===== config.mk =====
export PLATFORM = sky130hd
export DESIGN_NAME = instr_sequencer
export DESIGN_NICKNAME = d
export VERILOG_FILES = /design/src/rtl/instr_seq_pkg.sv /design/src/rtl/prog_mem.sv /design/src/rtl/instr_sequencer.sv
export SDC_FILE = /design/constraint.sdc
export NUM_CORES = 1
export LEC_CHECK = 0
export BUFFER_PORTS_ARGS = -buffer_cell sky130_fd_sc_hd__buf_2
export CAP_MARGIN = 40
export CORE_AREA = 2 2 116 107
export CTS_CLUSTER_SIZE = 16
export DETAILED_ROUTE_END_ITERATION = 10
export DIE_AREA = 0 0 118 109
export GPL_ROUTABILITY_DRIVEN = 0
export SLEW_MARGIN = 20
export SYNTH_ARGS = -nofsm -noshare
export SYNTH_HDL_FRONTEND = slang
export SYNTH_SLANG_ARGS = --single-unit
export TNS_END_PERCENT = 20

===== constraint.sdc =====
create_clock -name clk -period 3.3 [get_ports clk]
set_input_delay 0 -clock clk [delete_from_list [all_inputs] [get_ports clk]]
set_output_delay 0 -clock clk [all_outputs]
set_load 0.02 [all_outputs]

===== src/rtl/instr_seq_pkg.sv =====
// Shared types and defaults for the instruction sequencer and its program store.
package instr_seq_pkg;

    localparam int DEFAULT_DEPTH = 16;
    localparam int DEFAULT_AW    = 4;
    localparam int DEFAULT_IW    = 6;

    localparam logic [DEFAULT_IW-1:0] NOP = '0;

    typedef enum logic [1:0] {
        IDLE = 2'd0,
        RUN  = 2'd1,
        HALT = 2'd2
    } seq_state_e;

endpackage


===== src/rtl/prog_mem.sv =====
// Program store: synchronous-write, asynchronous-read register file with no reset.
module prog_mem
    import instr_seq_pkg::*;
#(
    parameter int DEPTH = DEFAULT_DEPTH,
    parameter int AW    = DEFAULT_AW,
    parameter int IW    = DEFAULT_IW
) (
    input  logic          clk,
    input  logic          we_i,
    input  logic [AW-1:0] waddr_i,
    input  logic [IW-1:0] wdata_i,
    input  logic [AW-1:0] raddr_i,
    output logic [IW-1:0] rdata_o
);

    logic [IW-1:0] mem_q [DEPTH];

    always_ff @(posedge clk) begin
        if (we_i) begin
            mem_q[waddr_i] <= wdata_i;
        end
    end

    assign rdata_o = mem_q[raddr_i];

endmodule


===== src/rtl/instr_sequencer.sv =====
// Loads a short program byte-serially, then streams one instruction per clock to the core,
// following the core's cjump and halting when the program counter leaves the loaded program.
module instr_sequencer
    import instr_seq_pkg::*;
#(
    parameter int DEPTH = DEFAULT_DEPTH,
    parameter int AW    = DEFAULT_AW,
    parameter int IW    = DEFAULT_IW
) (
    input  logic          clk,
    input  logic          rst,
    input  logic          load_clear,
    input  logic          load_valid,
    input  logic [IW-1:0] load_data,
    input  logic          run,
    input  logic          cjump,
    output logic [IW-1:0] instr,
    output logic          instr_valid,
    output logic [AW-1:0] pc,
    output logic          halted
);

    localparam logic [AW:0] FULL_LEN = (AW+1)'(DEPTH);

    seq_state_e    state_q, state_d;
    logic [AW-1:0] pc_q, pc_d;
    logic [IW-1:0] instr_q, instr_d;
    logic          valid_q, valid_d;
    logic          halted_q, halted_d;
    logic [AW-1:0] wrPtr_q, wrPtr_d;
    logic [AW:0]   progLen_q, progLen_d;

    logic          memWe;
    logic [AW-1:0] rdAddr;
    logic [IW-1:0] rdData;
    logic [AW:0]   nextPc;

    // One extra bit so a fall-through past the last entry compares as out of range instead of wrapping.
    assign nextPc = cjump ? {1'b0, instr_q[AW-1:0]} : ({1'b0, pc_q} + (AW+1)'(1));
    assign rdAddr = (state_q == RUN) ? nextPc[AW-1:0] : '0;

    prog_mem #(
        .DEPTH (DEPTH),
        .AW    (AW),
        .IW    (IW)
    ) u_prog_mem (
        .clk     (clk),
        .we_i    (memWe),
        .waddr_i (wrPtr_q),
        .wdata_i (load_data),
        .raddr_i (rdAddr),
        .rdata_o (rdData)
    );

    always_ff @(posedge clk or negedge rst) begin
        if (!rst) begin
            state_q   <= IDLE;
            pc_q      <= '0;
            instr_q   <= IW'(NOP);
            valid_q   <= 1'b0;
            halted_q  <= 1'b0;
            wrPtr_q   <= '0;
            progLen_q <= '0;
        end else begin
            state_q   <= state_d;
            pc_q      <= pc_d;
            instr_q   <= instr_d;
            valid_q   <= valid_d;
            halted_q  <= halted_d;
            wrPtr_q   <= wrPtr_d;
            progLen_q <= progLen_d;
        end
    end

    always_comb begin
        state_d   = state_q;
        pc_d      = pc_q;
        instr_d   = instr_q;
        valid_d   = valid_q;
        halted_d  = halted_q;
        wrPtr_d   = wrPtr_q;
        progLen_d = progLen_q;
        memWe     = 1'b0;

        case (state_q)
            IDLE: begin
                if (load_clear) begin
                    wrPtr_d   = '0;
                    progLen_d = '0;
                end else if (load_valid) begin
                    memWe     = 1'b1;
                    wrPtr_d   = wrPtr_q + AW'(1);
                    progLen_d = (progLen_q == FULL_LEN) ? FULL_LEN : progLen_q + (AW+1)'(1);
                end
                if (run && (progLen_q != '0)) begin
                    state_d = RUN;
                    pc_d    = '0;
                    instr_d = rdData;
                    valid_d = 1'b1;
                end
            end

            RUN: begin
                if (!run) begin
                    state_d  = IDLE;
                    pc_d     = '0;
                    instr_d  = IW'(NOP);
                    valid_d  = 1'b0;
                    halted_d = 1'b0;
                end else if (nextPc >= progLen_q) begin
                    state_d  = HALT;
                    instr_d  = IW'(NOP);
                    valid_d  = 1'b0;
                    halted_d = 1'b1;
                end else begin
                    pc_d    = nextPc[AW-1:0];
                    instr_d = rdData;
                end
            end

            HALT: begin
                if (!run) begin
                    state_d  = IDLE;
                    pc_d     = '0;
                    instr_d  = IW'(NOP);
                    valid_d  = 1'b0;
                    halted_d = 1'b0;
                end
            end

            default: begin
                state_d  = IDLE;
                pc_d     = '0;
                instr_d  = IW'(NOP);
                valid_d  = 1'b0;
                halted_d = 1'b0;
            end
        endcase
    end

    assign instr       = instr_q;
    assign instr_valid = valid_q;
    assign pc          = pc_q;
    assign halted      = halted_q;

endmodule


==> results of run 1 <==
==> cell type report <==
class | instances | share of cell area, %
tap | 160 | 3.30
clock buffer | 20 | 7.20
multi-input combinational | 221 | 25.7
timing repair buffer | 41 | 4.25
sequential | 118 | 56.6
inverter | 17 | 1.05
clock inverter | 11 | 1.82
==> power by group through the flow <==
stage,logic (mW),clock network [mW],registers [mW]
detailed placement,0.949,0,1.86
global route,1.05,1.79,1.84
floorplan,0.617,0,1.88
global placement,0.933,0,1.85
CTS,0.956,1.72,1.83
finish,0.944,1.70,1.83
==> sequential cells by signal, indices dropped and copies added, names as in the netlist <==
signal and cells:
pc 4, instr 6, halted 1, state_q 2
u_prog_mem.mem_q 96, wrPtr_q 4, progLen_q 5
==> final timing paths <==
path | endpoint | slack, ns
worst max-delay path | instr[3]$_DFFE_PN0P_ | 0.57
worst min-delay path | u_prog_mem.mem_q[0][5]$_DFFE_PP_ | 0.004
worst max register to register | instr[3]$_DFFE_PN0P_ | 0.57
worst min register to register | instr[4]$_DFFE_PN0P_ | 0.51
max in group asynchronous | instr[3]$_DFFE_PN0P_ | 2.83
min in group asynchronous | progLen_q[4]$_DFFE_PN0P_ | 0.11
==> placed cells by master, fill, tap and decap left out, types with 4 or more instances in the layout <==
| cell | count |
|---|---|
| a211oi_1 | 7 |
| a21oi_1 | 20 |
| a221oi_1 | 11 |
| a22oi_1 | 6 |
| a31oi_1 | 5 |
| and2_1 | 6 |
| and3_1 | 4 |
| buf_2 | 23 |
| buf_4 | 15 |
| clkbuf_16 | 17 |
| clkinv_2 | 4 |
| dfrtp_1 | 22 |
| edfxtp_1 | 96 |
| ha_1 | 12 |
| inv_1 | 16 |
| mux2_2 | 4 |
| mux4_2 | 4 |
| nand2_1 | 27 |
| nand3_1 | 19 |
| nor2_1 | 18 |
| nor3_1 | 7 |
| nor4_1 | 4 |
| o21ai_0 | 17 |
| o21ai_1 | 4 |
==> through the flow <==
stage | total power [mW] | util [%] | setup slack [ns]
final | 4.47 | 51.6 | 0.573
after global placement | 2.78 | 46.7 | 0.627
after CTS | 4.51 | 51.6 | 0.574
after global routing | 4.69 | 51.6 | 0.344
after floorplan | 2.49 | - | 0.288
after detailed placement | 2.81 | 46.7 | 0.556
==> logic make-up (layout without fill, tap and decap cells) <==
family | Yosys count | in the layout | synth area share [%]
simple gates | 98 | 98 | 9.43
buf+inv | 36 | 89 | 3.30
xor+xnor | 3 | 3 | 0.509
mux | 15 | 15 | 4.99
flops | 118 | 118 | 66.5
fa+ha+maj | 12 | 12 | 2.91
compound gates | 93 | 93 | 12.4
==> routing by layer <==
layer / part of all wire [%] / wire [um] / GRT usage (%) / vias up
met4: 1.1 / 125 / 6.54 / 0
met1: 44 / 5120 / 26.0 / 1597
met2: 47 / 5470 / 31.1 / 104
met5: 0 / 0 / 0 / -
met3: 7.3 / 840 / 5.07 / 10
li1: - / - / - / 1544
==> critical path, stage by stage, from the launching register on <==
cell and delay [ns]:
dfrtp_1 0.44, ha_1 0.25, xor2_1 0.19, o21ai_1 0.17
inv_1 0.06, ha_1 0.27, o21a_1 0.18, o21ai_0 0.14
a21oi_1 0.08, o32ai_2 0.48, nand2_1 0.14, o221ai_1 0.21
==> flow_metrics.tcl, run 1 <==
set metrics [dict create \
    critical_path.endpoint_type "flip-flop" \
    synth_warnings 0 \
    grt_max_degree 23 \
    setup-violations-final 0 \
    start_util_pct 44.0 \
    drive_above_1_share_pct 18.2 \
    vias_per_cell 5.54 \
    cts_root_buf "clkbuf_16" \
    synth_cell_type_count 56 \
    synth_area_um2 5160 \
    seq_area_um2 3430 \
    dp_hpwl_um 8080 \
    port_buffers 23 \
    rows 38 \
    final_cells 588 \
    synthArstFlopShare_pct 18.6 \
    yosysTopAreaCellShare_pct 55.8 \
    hp-start "load_data[5]" \
    p_sw_mw 1.32 \
    antenna_found_initial 0 \
    cp-startpoint "pc[0]$_DFFE_PN0P_" \
    cts_resized 0 \
    p_clk_share_pct 38.0 \
    fin_crit_sh_pct 82.6 \
    fp.dieW_um 118 \
    cts.path.max_buffers 2 \
    yosys_most_used_dff "edfxtp_1" \
    detailroute.via_count 3255 \
    cts_hold_buf 3 \
    synthesis.nets 399 \
    synth-edff-count 96 \
    fin_setup_tns_ns 0 \
    p_leak_nw 2.22 \
    slew_headroom_pct 54.9 \
    wl_per_cell_um 19.6 \
    routed_wl_um 11500 \
    final_area_um2 6060 \
    grt_pass1_vias 3277 \
    power.internal_mw 3.15 \
    combPwrFrac_pct 21.1 \
    final_antenna_net_count 0 \
    required_ns 3.61 \
    placed_cell_area_um2 5480 \
    grt_usage_pct 19.4 \
    hold_viol_final 0 \
    yosysMostFrequentCell "edfxtp_1" \
    multi_input_area_um2 1560 \
    fmaxAchievable_ghz 0.367 \
    cts_inserted_buffers 17 \
    clock_latency_ns 0.40 \
    worstHoldPathCells 1 \
    io_pins 24 \
    cp.arrival_ns 3.03 \
    first_iter_violations 351 \
    hold_class "input port to flip-flop" \
    core_um2 11700 \
    rsz0062_at_grt "no" \
    post_cts_buffers 0 \
    yosys-top-cells-count "edfxtp_1 (96), nand2_1 (27), dfrtp_1 (22)" \
    die_h_um 109 \
    clock_sinks 118 \
    layout.nets 440 \
    grt_remaining_overflow 0 \
    start_kind "flip-flop" \
    p_per_area_nw_per_um2 737 \
    cap_violations 0 \
    drc_errors 0 \
    syn_avg_cell_area_um2 13.8 \
    num_antenna_cells 0 \
    yosys_register_bits 118 \
    r2r_cells 11 \
    tightestPinTransition_ns 0.673 \
    grt_pass1_wl_um 18200 \
    cts.reportedPaths.clkPinSlew_ns 0.05 \
    die-area_um2 12900 \
    fin_crit_ns 2.73 \
    path_class "flip-flop to flip-flop" \
    synth_top_cell_by_area "edfxtp_1" \
    peakVddDrop_uv 363 \
    seqPwrFrac_pct 40.9 \
    cts_tree "yes" \
    crit_fanout 8 \
    synth_area_leaders "edfxtp_1 (56%), dfrtp_1 (11%), ha_1 (2.9%)" \
    outcome "finished clean" \
    fillers 1019 \
    h-tree-depth 4 \
    synth-seq-area-share_pct 66.5 \
    finalMaxSlewViolations 0 \
    area_growth_pct 17.4 \
    whs_ns 0.00385 \
    postSynthCellCount 375 \
    switching_share_pct 29.5 \
    finalClockSkew_ns 0.00966 \
    firstDrtPassIters 5 \
    r2r-start "pc[0]$_DFFE_PN0P_" \
    dpl.cell_count 554 \
]
No activity file was read; power rests on OpenSTA's default activity.
==> inputs of run 2 (changes only) <==
--- a/config.mk
+++ b/config.mk
@@ -5,12 +5,13 @@
 export SDC_FILE = /design/constraint.sdc
 export NUM_CORES = 1
 export LEC_CHECK = 0
+export ABC_AREA = 1
 export BUFFER_PORTS_ARGS = -buffer_cell sky130_fd_sc_hd__buf_2
 export CAP_MARGIN = 40
-export CORE_AREA = 2 2 116 107
+export CORE_AREA = 2 2 117 108
 export CTS_CLUSTER_SIZE = 16
 export DETAILED_ROUTE_END_ITERATION = 10
-export DIE_AREA = 0 0 118 109
+export DIE_AREA = 0 0 119 110
 export GPL_ROUTABILITY_DRIVEN = 0
 export SLEW_MARGIN = 20
 export SYNTH_ARGS = -nofsm -noshare
==> constraint.sdc (replaced) <==
create_clock -name clk -period 2.83 [get_ports clk]
set_input_delay 0 -clock clk [delete_from_list [all_inputs] [get_ports clk]]
set_output_delay 0 -clock clk [all_outputs]
set_load 0.02 [all_outputs]
==> run 2 against run 1 <==
  * Synthesized cell count up 31%
  * Final area up 0.45%
  * Setup slack worse by 0.030 ns
  * Die area up 1.8%
  * Utilization down 0.18 points
  * Critical path type unchanged
  * Largest power group unchanged
  * Highest routed layer unchanged
==> flow_metrics.tcl, run 2 <==
set metrics [dict create \
    fin_crit_ns 2.29 \
    fin_crit_sh_pct 80.8 \
    dp_hpwl_um 8090 \
    drc_errors 0 \
    h-tree-depth 4 \
    core_um2 11800 \
    slew_headroom_pct 54.5 \
    first_iter_violations 346 \
    p_leak_nw 2.41 \
    syn_avg_cell_area_um2 10.7 \
    hold_class "input port to flip-flop" \
    outcome "finished clean" \
    cts_resized 0 \
    whs_ns 0.0236 \
    synth_top_cell_by_area "edfxtp_1" \
    multi_input_area_um2 1580 \
    largest_reg_flops 96 \
    synth_area_leaders "edfxtp_1 (55%), nand3_1 (13%), dfrtp_1 (11%)" \
    io_pins 24 \
    finalClockSkew_ns 0.00849 \
    rows 38 \
    start_kind "flip-flop" \
    num_antenna_cells 0 \
    cp.depth 12 \
    largest-register "u_prog_mem.mem_q" \
    cp.buffers_inverters 1 \
    synth_area_um2 5240 \
    seq_area_um2 3430 \
    grt_pass1_wl_um 19300 \
    area_growth_pct 16.2 \
    start_util_pct 44.3 \
    yosys_register_bits 118 \
    synth_warnings 0 \
    critical_path.cell_chain "ha_1, inv_1, nand2_1, nand3_1, nand2_1, ha_1, a21oi_1, o21a_1, nand4_1, o21ai_2, nand3_1, nand2_1" \
    cp_top_family "adder cells" \
    synth-edff-count 96 \
    synth_cell_type_count 26 \
    mostFrequentLayoutCells "nand3_1 (134), nand2_1 (119), edfxtp_1 (96)" \
    seqPwrFrac_pct 36.5 \
    final_antenna_net_count 0 \
    cts.reportedPaths.clkPinSlew_ns 0.05 \
    grt_pass1_vias 3500 \
    finalMaxSlewViolations 0 \
    power.internal_mw 3.81 \
    p_sw_mw 2.08 \
    critical_path.endpoint_type "flip-flop" \
    postSynthCellCount 490 \
    cts.path.max_buffers 2 \
    fillers 1051 \
    die_h_um 110 \
    wl_per_cell_um 17.7 \
    die-area_um2 13100 \
    firstDrtPassIters 5 \
    detailroute.via_count 3762 \
    synthArstFlopShare_pct 18.6 \
    antenna_found_initial 0 \
    critical_path.max_stage_delay_ns 0.45 \
    hold_viol_final 0 \
    fin_setup_tns_ns 0 \
    drive_above_1_share_pct 12.3 \
    cts_inserted_buffers 17 \
    worst_path_most_repeated_cell "nand2_1" \
    clock_sinks 118 \
    crit_fanout 7 \
    cts_tree "yes" \
    synth-seq-area-share_pct 65.5 \
    routed_wl_um 12400 \
    setup-violations-final 0 \
    peakVddDrop_uv 436 \
    yosys-top-cells-count "nand3_1 (134), nand2_1 (119), edfxtp_1 (96)" \
    r2r_cells 12 \
    dp_slack_ns 0.552 \
    p_clk_share_pct 33.6 \
    yosysTopAreaCellShare_pct 55.0 \
    fp.dieW_um 119 \
    setup_ws_ns 0.543 \
    grt_max_degree 44 \
    rsz0062_at_grt "no" \
    clock_latency_ns 0.41 \
    layout.nets 548 \
    grt_usage_pct 20.0 \
    synthesis.nets 514 \
    cp.arrival_ns 2.63 \
    combPwrFrac_pct 29.8 \
    yosys_most_used_dff "edfxtp_1" \
    post_cts_buffers 0 \
    vias_per_cell 5.40 \
    yosysMostFrequentCell "nand3_1" \
    worstHoldPathCells 1 \
    cap_violations 0 \
    port_buffers 23 \
    switching_share_pct 35.4 \
    cts_root_buf "clkbuf_16" \
    path_class "flip-flop to flip-flop" \
    required_ns 3.17 \
    final_common_cell "nand3_1" \
    tightestPinTransition_ns 0.679 \
    fmaxAchievable_ghz 0.437 \
    p_per_area_nw_per_um2 968 \
    grt_remaining_overflow 0 \
    slowest_stage "dfrtp_1" \
]
run 2: cell types whose count changed after synthesis, sizes merged, moves of 11 or more:
cell / change
nand2: +94
inv: +13
a221oi: -11
a21oi: -18
nand3: +116
run 2: through the flow:
stage / cells / util (%) / power, mW / instance area (um^2)
after global placement: 660 / 46.4 / 3.90 / 5490
after floorplan: 490 / - / 3.40 / 5240
after detailed placement: 660 / 46.4 / 3.91 / 5490
after CTS: 697 / 51.4 / 5.91 / 6090
after global routing: 697 / 51.4 / 6.20 / 6090
final: 697 / 51.4 / 5.89 / 6090
run 2: routing by layer:
layer	part of all wire, %	vias to the layer above	wire length, um	GRT usage (%)
li1	-	1785	-	-
met2	46	136	5670	30.5
met3	6.0	19	740	5.30
met4	1.9	0	233	8.59
met1	46	1822	5720	27.4
met5	0	-	0	0
run 2: kinds of logic after synthesis:
logic type                 after synthesis  share of synthesized area (%)
DFF                                    118                           65.5
xor gates and xnor gates                 3                          0.502
and+or+nand+nor                        285                           24.4
AOI/OAI and AO/OA                       22                           2.39
adders and majority gates               12                           2.87
buffers and inverters                   50                           4.27
run 2: final timing paths:
kind | startpoint | end | slack (ns)
max in group asynchronous | rst | instr[0]$_DFFE_PN0P_ | 2.33
worst max-delay path | pc[0]$_DFFE_PN0P_ | instr[1]$_DFFE_PN0P_ | 0.54
worst max register to register | pc[0]$_DFFE_PN0P_ | instr[1]$_DFFE_PN0P_ | 0.54
worst min-delay path | load_data[0] | u_prog_mem.mem_q[0][0]$_DFFE_PP_ | 0.02
worst min register to register | halted$_DFFE_PN0P_ | halted$_DFFE_PN0P_ | 0.46
min in group asynchronous | rst | progLen_q[2]$_DFFE_PN0P_ | 0.11
run 2: worst reg2reg max path, stage by stage (launching register included):
cell and delay [ns]:
dfrtp_1 0.45, ha_1 0.25, inv_1 0.05, nand2_1 0.04, nand3_1 0.06, nand2_1 0.13, ha_1 0.35, a21oi_1 0.16
o21a_1 0.15, nand4_1 0.12, o21ai_2 0.21, nand3_1 0.17, nand2_1 0.08
run 2: timing repair:
action | in CTS | in global routing
endpoints found under the setup margin | 0 | 0
hold endpoints to repair | 27 | 0
hold buffers | 5 | 0
run 2: power groups by stage:
| stage | logic, mW | registers, mW | clock network, mW |
|---|---|---|---|
| final | 1.76 | 2.15 | 1.98 |
| after global routing | 1.97 | 2.17 | 2.07 |
| after CTS | 1.75 | 2.15 | 2.00 |
| after detailed placement | 1.73 | 2.18 | 0 |
| after global placement | 1.72 | 2.18 | 0 |
| after floorplan | 1.16 | 2.24 | 0 |
run 2: layout make-up:
class,instances,area share (%)
Sequential cell,118,56.4
Multi-Input combinational cell,322,26.0
Clock buffer,19,7.11
Timing Repair Buffer,34,3.45
Tap cell,160,3.29
Inverter,31,1.91
Clock inverter,13,1.87
